**config.mk**
```make
export PLATFORM = sky130hd
export DESIGN_NAME = vrampx_arbiter_flat
export DESIGN_NICKNAME = d
export VERILOG_FILES = /design/src/rtl/vrampx_arbiter_if.sv /design/src/rtl/vrampx_arbiter.sv /design/src/flat_wrapper.sv
export SDC_FILE = /design/constraint.sdc
export NUM_CORES = 1
export LEC_CHECK = 0
export ABC_CLOCK_PERIOD_IN_PS = 3100
export BUFFER_PORTS_ARGS = -buffer_cell sky130_fd_sc_hd__buf_2
export CAP_MARGIN = 25
export CORE_MARGIN = 5
export CORE_UTILIZATION = 28
export DETAILED_ROUTE_END_ITERATION = 10
export GPL_TIMING_DRIVEN = 0
export SLEW_MARGIN = 20
export SYNTH_ARGS = -nofsm -noshare
export SYNTH_HDL_FRONTEND = slang
export SYNTH_SLANG_ARGS = --single-unit
```
**constraint.sdc**
```tcl
create_clock -name clk -period 3.1 [get_ports clk]
set_input_delay 0.31 -clock clk [delete_from_list [all_inputs] [get_ports clk]]
set_output_delay 0.31 -clock clk [all_outputs]
set_load 0.05 [all_outputs]
```
**src/rtl/vrampx_arbiter_if.sv**
```systemverilog
// vrampx_arbiter_if: bundles the scanout, CPU and VRAM-port signals of the
// pixel-plane VRAM arbiter. The arbiter uses the slave view; the pixel engine,
// CPU and memory unit together form the master view.
`timescale 1ns/1ps

interface vrampx_arbiter_if #(
  parameter int ADDR_W  = 17,
  parameter int DATA_W  = 8,
  parameter int FIFO_AW = 2
);
  // scanout read port
  logic              gpu_req;
  logic [ADDR_W-1:0] gpu_addr;
  logic [DATA_W-1:0] gpu_q;
  // CPU request port
  logic              cpu_req;
  logic              cpu_we;
  logic [ADDR_W-1:0] cpu_addr;
  logic [DATA_W-1:0] cpu_wdata;
  logic              cpu_ack;
  logic [DATA_W-1:0] cpu_rdata;
  logic [FIFO_AW:0]  fifo_level;
  // single-port VRAM
  logic [ADDR_W-1:0] ram_addr;
  logic [DATA_W-1:0] ram_d;
  logic              ram_we;
  logic [DATA_W-1:0] ram_q;

  modport slave (
    input  gpu_req, gpu_addr, cpu_req, cpu_we, cpu_addr, cpu_wdata, ram_q,
    output gpu_q, cpu_ack, cpu_rdata, fifo_level, ram_addr, ram_d, ram_we
  );

  modport master (
    output gpu_req, gpu_addr, cpu_req, cpu_we, cpu_addr, cpu_wdata, ram_q,
    input  gpu_q, cpu_ack, cpu_rdata, fifo_level, ram_addr, ram_d, ram_we
  );
endinterface

```
**src/rtl/vrampx_arbiter.sv**
```systemverilog
// vrampx_arbiter: shares the single-port pixel-plane VRAM between scanout
// reads (always highest priority, fixed 1-cycle latency) and CPU accesses.
// CPU writes are posted through a small FIFO; CPU reads wait for the FIFO to
// drain so they observe every earlier write.
// Optional feature: define VRAMPX_ARB_STATS_EN to add stats_clr/stall_cnt,
// a saturating count of cycles in which a CPU request waits for its ack.
`timescale 1ns/1ps

module vrampx_arbiter #(
  parameter int ADDR_W  = 17,
  parameter int DATA_W  = 8,
  parameter int FIFO_AW = 2
) (
  input  logic        clk,
  input  logic        reset_n,
`ifdef VRAMPX_ARB_STATS_EN
  input  logic        stats_clr,
  output logic [15:0] stall_cnt,
`endif
  vrampx_arbiter_if.slave bus
);

  localparam int DEPTH = 1 << FIFO_AW;
  localparam int LVL_W = FIFO_AW + 1;

  typedef enum logic [1:0] {IDLE, DRAIN, RD, RDW} state_t;

  typedef struct packed {
    logic [ADDR_W-1:0] addr;
    logic [DATA_W-1:0] data;
  } wr_entry_t;

  state_t             state, state_nxt;
  wr_entry_t          fifo_mem [DEPTH];
  logic [FIFO_AW-1:0] wr_ptr, rd_ptr;
  logic [LVL_W-1:0]   level;
  logic               fifo_full, fifo_empty;
  logic               push, pop;

  assign fifo_full  = (level == LVL_W'(DEPTH));
  assign fifo_empty = (level == '0);

  // A write is posted whenever there is room; a held request is ignored
  // during its own ack cycle so it cannot be pushed twice.
  assign push = bus.cpu_req & bus.cpu_we & ~bus.cpu_ack & ~fifo_full;
  // The FIFO head commits only in cycles scanout leaves the port free.
  assign pop  = (state == DRAIN) & ~bus.gpu_req & ~fifo_empty;

  assign bus.gpu_q      = bus.ram_q;
  assign bus.fifo_level = level;

  // Next-state logic for the drain/read sequencer.
  always_comb begin
    // NOTE: every output of a combinational block gets a default first, so no path can leave it unassigned and infer a latch.
    state_nxt = state;
    case (state)
      IDLE: begin
        if (!fifo_empty)
          state_nxt = DRAIN;
        else if (bus.cpu_req && !bus.cpu_we && !bus.cpu_ack)
          state_nxt = RD;
      end
      DRAIN: begin
        if (fifo_empty || (pop && !push && level == LVL_W'(1)))
          state_nxt = IDLE;
      end
      RD: begin
        if (!bus.gpu_req)
          state_nxt = RDW;
      end
      RDW:     state_nxt = IDLE;
      default: state_nxt = IDLE;
    endcase
  end

  // VRAM port mux: scanout, then FIFO drain, then CPU read, else parked on scanout.
  always_comb begin
    bus.ram_we   = 1'b0;
    bus.ram_addr = bus.gpu_addr;
    bus.ram_d    = fifo_mem[rd_ptr].data;
    if (!bus.gpu_req) begin
      if (state == DRAIN) begin
        bus.ram_addr = fifo_mem[rd_ptr].addr;
        bus.ram_we   = pop;
      end else if (state == RD) begin
        bus.ram_addr = bus.cpu_addr;
      end
    end
  end

  // State register, FIFO pointers/level and the registered CPU response.
  always_ff @(posedge clk or negedge reset_n) begin
    // NOTE: state is updated with non-blocking assignments so every register samples pre-edge values regardless of statement order.
    if (!reset_n) begin
      state         <= IDLE;
      wr_ptr        <= '0;
      rd_ptr        <= '0;
      level         <= '0;
      bus.cpu_ack   <= 1'b0;
      bus.cpu_rdata <= '0;
    end else begin
      state <= state_nxt;
      if (push) wr_ptr <= wr_ptr + FIFO_AW'(1);
      if (pop)  rd_ptr <= rd_ptr + FIFO_AW'(1);
      case ({push, pop})
        2'b10:   level <= level + LVL_W'(1);
        2'b01:   level <= level - LVL_W'(1);
        default: level <= level;
      endcase
      bus.cpu_ack <= push | (state == RDW);
      if (state == RDW) bus.cpu_rdata <= bus.ram_q;
    end
  end

  // Write-FIFO storage.
  always_ff @(posedge clk or negedge reset_n) begin
    // NOTE: this storage is only four entries, so it is cleared with the other registers; a deep RAM-backed FIFO would leave its array unreset.
    if (!reset_n) begin
      for (int i = 0; i < DEPTH; i++) fifo_mem[i] <= '0;
    end else if (push) begin
      fifo_mem[wr_ptr] <= '{addr: bus.cpu_addr, data: bus.cpu_wdata};
    end
  end

`ifdef VRAMPX_ARB_STATS_EN
  // Saturating count of cycles a CPU request is waiting for its ack.
  always_ff @(posedge clk or negedge reset_n) begin
    if (!reset_n)
      stall_cnt <= '0;
    else if (stats_clr)
      stall_cnt <= '0;
    else if (bus.cpu_req && !bus.cpu_ack && stall_cnt != 16'hFFFF)
      stall_cnt <= stall_cnt + 16'd1;
  end
`endif

endmodule

```
**src/flat_wrapper.sv**
```systemverilog
// flat-port wrapper written by rule: the top's interface ports become plain ports
module vrampx_arbiter_flat 
#(
  parameter int ADDR_W  = 17,
  parameter int DATA_W  = 8,
  parameter int FIFO_AW = 2
)
  (clk, reset_n, bus_gpu_req, bus_gpu_addr, bus_cpu_req, bus_cpu_we, bus_cpu_addr, bus_cpu_wdata, bus_ram_q, bus_gpu_q, bus_cpu_ack, bus_cpu_rdata, bus_fifo_level, bus_ram_addr, bus_ram_d, bus_ram_we);
  vrampx_arbiter_if #(.ADDR_W(ADDR_W), .DATA_W(DATA_W), .FIFO_AW(FIFO_AW)) bus_i ();
  input  logic clk;
  input  logic reset_n;
  input wire logic [$bits(bus_i.gpu_req)-1:0] bus_gpu_req;
  input wire logic [$bits(bus_i.gpu_addr)-1:0] bus_gpu_addr;
  input wire logic [$bits(bus_i.cpu_req)-1:0] bus_cpu_req;
  input wire logic [$bits(bus_i.cpu_we)-1:0] bus_cpu_we;
  input wire logic [$bits(bus_i.cpu_addr)-1:0] bus_cpu_addr;
  input wire logic [$bits(bus_i.cpu_wdata)-1:0] bus_cpu_wdata;
  input wire logic [$bits(bus_i.ram_q)-1:0] bus_ram_q;
  output wire logic [$bits(bus_i.gpu_q)-1:0] bus_gpu_q;
  output wire logic [$bits(bus_i.cpu_ack)-1:0] bus_cpu_ack;
  output wire logic [$bits(bus_i.cpu_rdata)-1:0] bus_cpu_rdata;
  output wire logic [$bits(bus_i.fifo_level)-1:0] bus_fifo_level;
  output wire logic [$bits(bus_i.ram_addr)-1:0] bus_ram_addr;
  output wire logic [$bits(bus_i.ram_d)-1:0] bus_ram_d;
  output wire logic [$bits(bus_i.ram_we)-1:0] bus_ram_we;
  assign bus_i.gpu_req = bus_gpu_req;
  assign bus_i.gpu_addr = bus_gpu_addr;
  assign bus_i.cpu_req = bus_cpu_req;
  assign bus_i.cpu_we = bus_cpu_we;
  assign bus_i.cpu_addr = bus_cpu_addr;
  assign bus_i.cpu_wdata = bus_cpu_wdata;
  assign bus_i.ram_q = bus_ram_q;
  assign bus_gpu_q = bus_i.gpu_q;
  assign bus_cpu_ack = bus_i.cpu_ack;
  assign bus_cpu_rdata = bus_i.cpu_rdata;
  assign bus_fifo_level = bus_i.fifo_level;
  assign bus_ram_addr = bus_i.ram_addr;
  assign bus_ram_d = bus_i.ram_d;
  assign bus_ram_we = bus_i.ram_we;
  vrampx_arbiter #(.ADDR_W(ADDR_W), .DATA_W(DATA_W), .FIFO_AW(FIFO_AW)) u_core (.clk(clk), .reset_n(reset_n), .bus(bus_i));
endmodule
```
==> impl_metrics.py <==
metrics = {
    "detailed_routing": {
        "drtAntennaViolNets": 0,
        "drt_iter0_drc": 151,
        "vias": 3915,
        "drc": 0,
        "wire_per_inst_um": 19.3,
        "drtPass1Iterations": 4,
        "drt-total-wl_mm": 16.0,
        "avgViaCountPerCell": 4.72,
    },
    "global_route": {
        "grt_usage_pct": 13.5,
        "gr-total-overflow": 0,
        "grt_max_degree": 62,
        "grt_pass1_wl_mm": 25.6,
        "antenna_found_initial": 5,
        "grt_pass1_vias": 4519,
    },
    "sta": {
        "slew_viol_final": 0,
        "hold_viol_final": 0,
        "timing.final.crit_share_pct": 85.1,
        "timing.fmax_mhz": 379,
        "tns_ps": 0,
        "worstMarginPinSlew_ps": 625,
        "min_period_ps": 2640,
        "fin_ws_ps": 461,
        "slew-limit-headroom_pct": 58.2,
        "rsz0062_at_grt": "false",
        "clock_skew_ps": 6.49,
        "hold_slack_ps": 142,
        "setup_viol": 0,
    },
    "floorplanning": {
        "die_height_um": 158,
        "coreArea_um2": 21700,
        "ios": 101,
        "die_w_um": 158,
        "die_area_um2": 24900,
        "initial_core_util_pct": 28.2,
        "core.rowCount": 54,
    },
    "critical_path": {
        "slowest_stage": "nor2_1",
        "crit_chain": "nor2_1 -> clkbuf_1 -> o21bai_1 -> o211a_1 -> buf_2",
        "end_kind": "primary output",
        "worst-path-buf-inv": 2,
        "critPathKind": "flip-flop to primary output",
        "rrSetupSlack_ps": 990,
        "r2r_cells": 8,
        "crit_required_ps": 2790,
        "r2r-start": "u_core.bus.fifo_level[0]$_DFFE_PN0P_",
        "max_stage_delay_ps": 510,
        "rr_endpoint": "u_core.bus.fifo_level[2]$_DFFE_PN0P_",
        "arrival_ps": 2330,
        "cp_top_family": "buffers and inverters",
        "cp-start-kind": "flip-flop",
        "cp_max_fo": 10,
    },
    "cts": {
        "h-tree-depth": 4,
        "path_clk_slew_ps": 50,
        "cts.sink_count": 118,
        "cts_buffer_depth": 2,
        "ctsResizeCount": 0,
        "tritoncts": "built",
        "clk_latency_ps": 410,
        "cts_buffers": 17,
        "root_buffer": "clkbuf_16",
    },
    "synthesis": {
        "synth_edf_count": 0,
        "synth_cell_type_count": 32,
        "synthArstFlopShare_pct": 100,
        "synth_cells": 418,
        "synth-seq-area-share_pct": 48.2,
        "synth.avg_cell_area_um2": 14.6,
        "ys.flop_type": "dfrtp_1",
        "syn_area_um2": 6120,
        "synth_warnings": 0,
        "syn_nets": 482,
        "synth-seq-cells": 118,
    },
    "cells_and_area": {
        "area_growth_pct": 24.0,
        "final_cells": 830,
        "drive_gt1_share_pct": 47.1,
        "fill_cells": 2090,
        "seqCellArea_um2": 2950,
        "nNetsFinal": 601,
        "multi_input_area_um2": 2870,
        "num_antenna_cells": 0,
        "final_area_um2": 7590,
        "fin_util_pct": 35.0,
    },
    "pwr": {
        "p_int_mw": 5.27,
        "switching_power_mw": 3.40,
        "p_clk_share_pct": 22.4,
        "power_leakage_nw": 3.59,
        "power_density_nw_per_um2": 1140,
        "pwr-share-seq_pct": 31.4,
        "peakVddDrop_v": 0.000646,
        "netSwitchingFraction_pct": 39.2,
        "power_frac_comb_pct": 46.2,
        "total_power_mw": 8.66,
    },
    "placement": {
        "dpl.hpwl_mm": 11.6,
        "place_ws_ps": 872,
        "gp_congestion": 0.756,
        "dpl_cell_area_um2": 7000,
        "port_buffers": 98,
        "dp_cells": 797,
    },
    "run": {
        "cap_viol_max_count": 0,
    },
    "min_path": {
        "hold_class": "input pin to flip-flop",
        "min_to": "u_core.bus.cpu_rdata[0]$_DFFE_PN0P_",
        "hp-start": "bus_ram_q[0]",
        "min_path_cells": 2,
    },
    "status": {
        "run_status": "finished, final reports clean",
    },
}
cells in the mapped netlist, types with 3 or more instances:
master | number | area share [%]
dfrtp_1 | 118 | 48
mux2_1 | 40 | 7.4
mux2_4 | 40 | 9.8
mux2_2 | 29 | 5.3
mux4_2 | 25 | 9.2
nand2_1 | 20 | 1.2
nor2_1 | 20 | 1.2
o211a_1 | 17 | 2.8
o211ai_1 | 17 | 2.1
o21bai_1 | 17 | 2.1
buf_6 | 13 | 2.4
buf_4 | 9 | 1.1
ha_1 | 9 | 1.8
buf_2 | 7 | 0.57
clkbuf_1 | 6 | 0.37
inv_1 | 5 | 0.31
nand4_4 | 4 | 1.4
xnor2_1 | 3 | 0.43
xor2_1 | 3 | 0.43
power by group through the flow:
stage | registers [mW] | clock network (mW) | logic, mW
5_1_grt | 2.80 | 2.04 | 4.27
3_5_place_dp | 2.74 | 0 | 4.05
6_report | 2.72 | 1.94 | 4.00
2_1_floorplan | 2.87 | 0 | 2.94
4_1_cts | 2.72 | 1.98 | 4.07
3_3_place_gp | 2.65 | 0 | 3.95
registers in the layout, indices dropped and copies added (netlist names):
| name | count |
|---|---|
| u_core.bus.cpu_ack | 1 |
| u_core.wr_ptr | 2 |
| u_core.bus.fifo_level | 3 |
| u_core.fifo_mem | 100 |
| u_core.bus.cpu_rdata | 8 |
| u_core.rd_ptr | 2 |
| u_core.state | 2 |
layer usage:
layer	GRT usage, %	share of wire [%]	wire length, um	up-vias
met3	4.89	7.0	1120	24
met2	23.4	52	8330	93
met4	3.24	0.99	158	10
met1	16.0	40	6390	2010
met5	0	0.31	49	-
li1	-	-	-	1778
cell families after synthesis:
logic type                 count (synthesis)  synth area share (%)
DFF                                      118                  48.2
buffers and inverters                     42                  4.86
AOI/OAI and AO/OA                         56                  7.46
and+or+nand+nor                           52                  4.88
adders and majority gates                  9                  1.84
muxes                                    135                  31.9
xor gates and xnor gates                   6                 0.859
cell usage in the layout (no fill, tap or decap), types with 2 or more instances in the layout:
cell type	n
buf_1	2
buf_6	14
o21ai_0	2
inv_1	5
clkinvlp_4	2
buf_4	9
xor2_1	3
mux2_1	40
ha_1	9
mux2_4	40
o21bai_1	17
buf_2	104
nand4_4	4
dfrtp_1	118
mux2_2	29
o211ai_1	17
clkinv_4	3
clkbuf_16	17
mux4_2	25
clkbuf_8	2
clkbuf_1	8
o211a_1	17
bufinv_16	2
nor2b_1	2
xnor2_1	3
clkinv_2	3
nand2_1	20
nor2_1	20
what timing repair did:
| action | 4_1_cts | 5_1_grt |
|---|---|---|
| hold buffers | 1 | 0 |
| hold endpoints to repair | 60 | 0 |
| setup buffers | 0 | 0 |
final cells by class:
| cell class | count | share of cell area [%] |
|---|---|---|
| Sequential cell | 118 | 38.9 |
| Buffer | 37 | 3.68 |
| Timing Repair Buffer | 100 | 7.04 |
| Inverter | 5 | 0.247 |
| Clock inverter | 11 | 1.65 |
| Tap cell | 280 | 4.61 |
| Clock buffer | 21 | 6.06 |
| Multi-Input combinational cell | 258 | 37.8 |
worst max path at each step:
| stage | start | end | depth (start not counted) |
|---|---|---|---|
| 2_1_floorplan | u_core.bus.fifo_level[0]$_DFFE_PN0P_ | bus_ram_we | 4 |
| 6_report | u_core.state[1]$_DFFE_PN0P_ | bus_ram_addr[6] | 5 |
| 3_5_place_dp | u_core.state[1]$_DFFE_PN0P_ | bus_ram_addr[6] | 5 |
| 5_1_grt | u_core.state[1]$_DFFE_PN0P_ | bus_ram_addr[15] | 5 |
| 4_1_cts | u_core.state[1]$_DFFE_PN0P_ | bus_ram_addr[6] | 5 |
| 3_3_place_gp | reset_n | u_core.fifo_mem[20]$_DFFE_PN0P_ | 1 |
(Power assumes the default switching activity.)
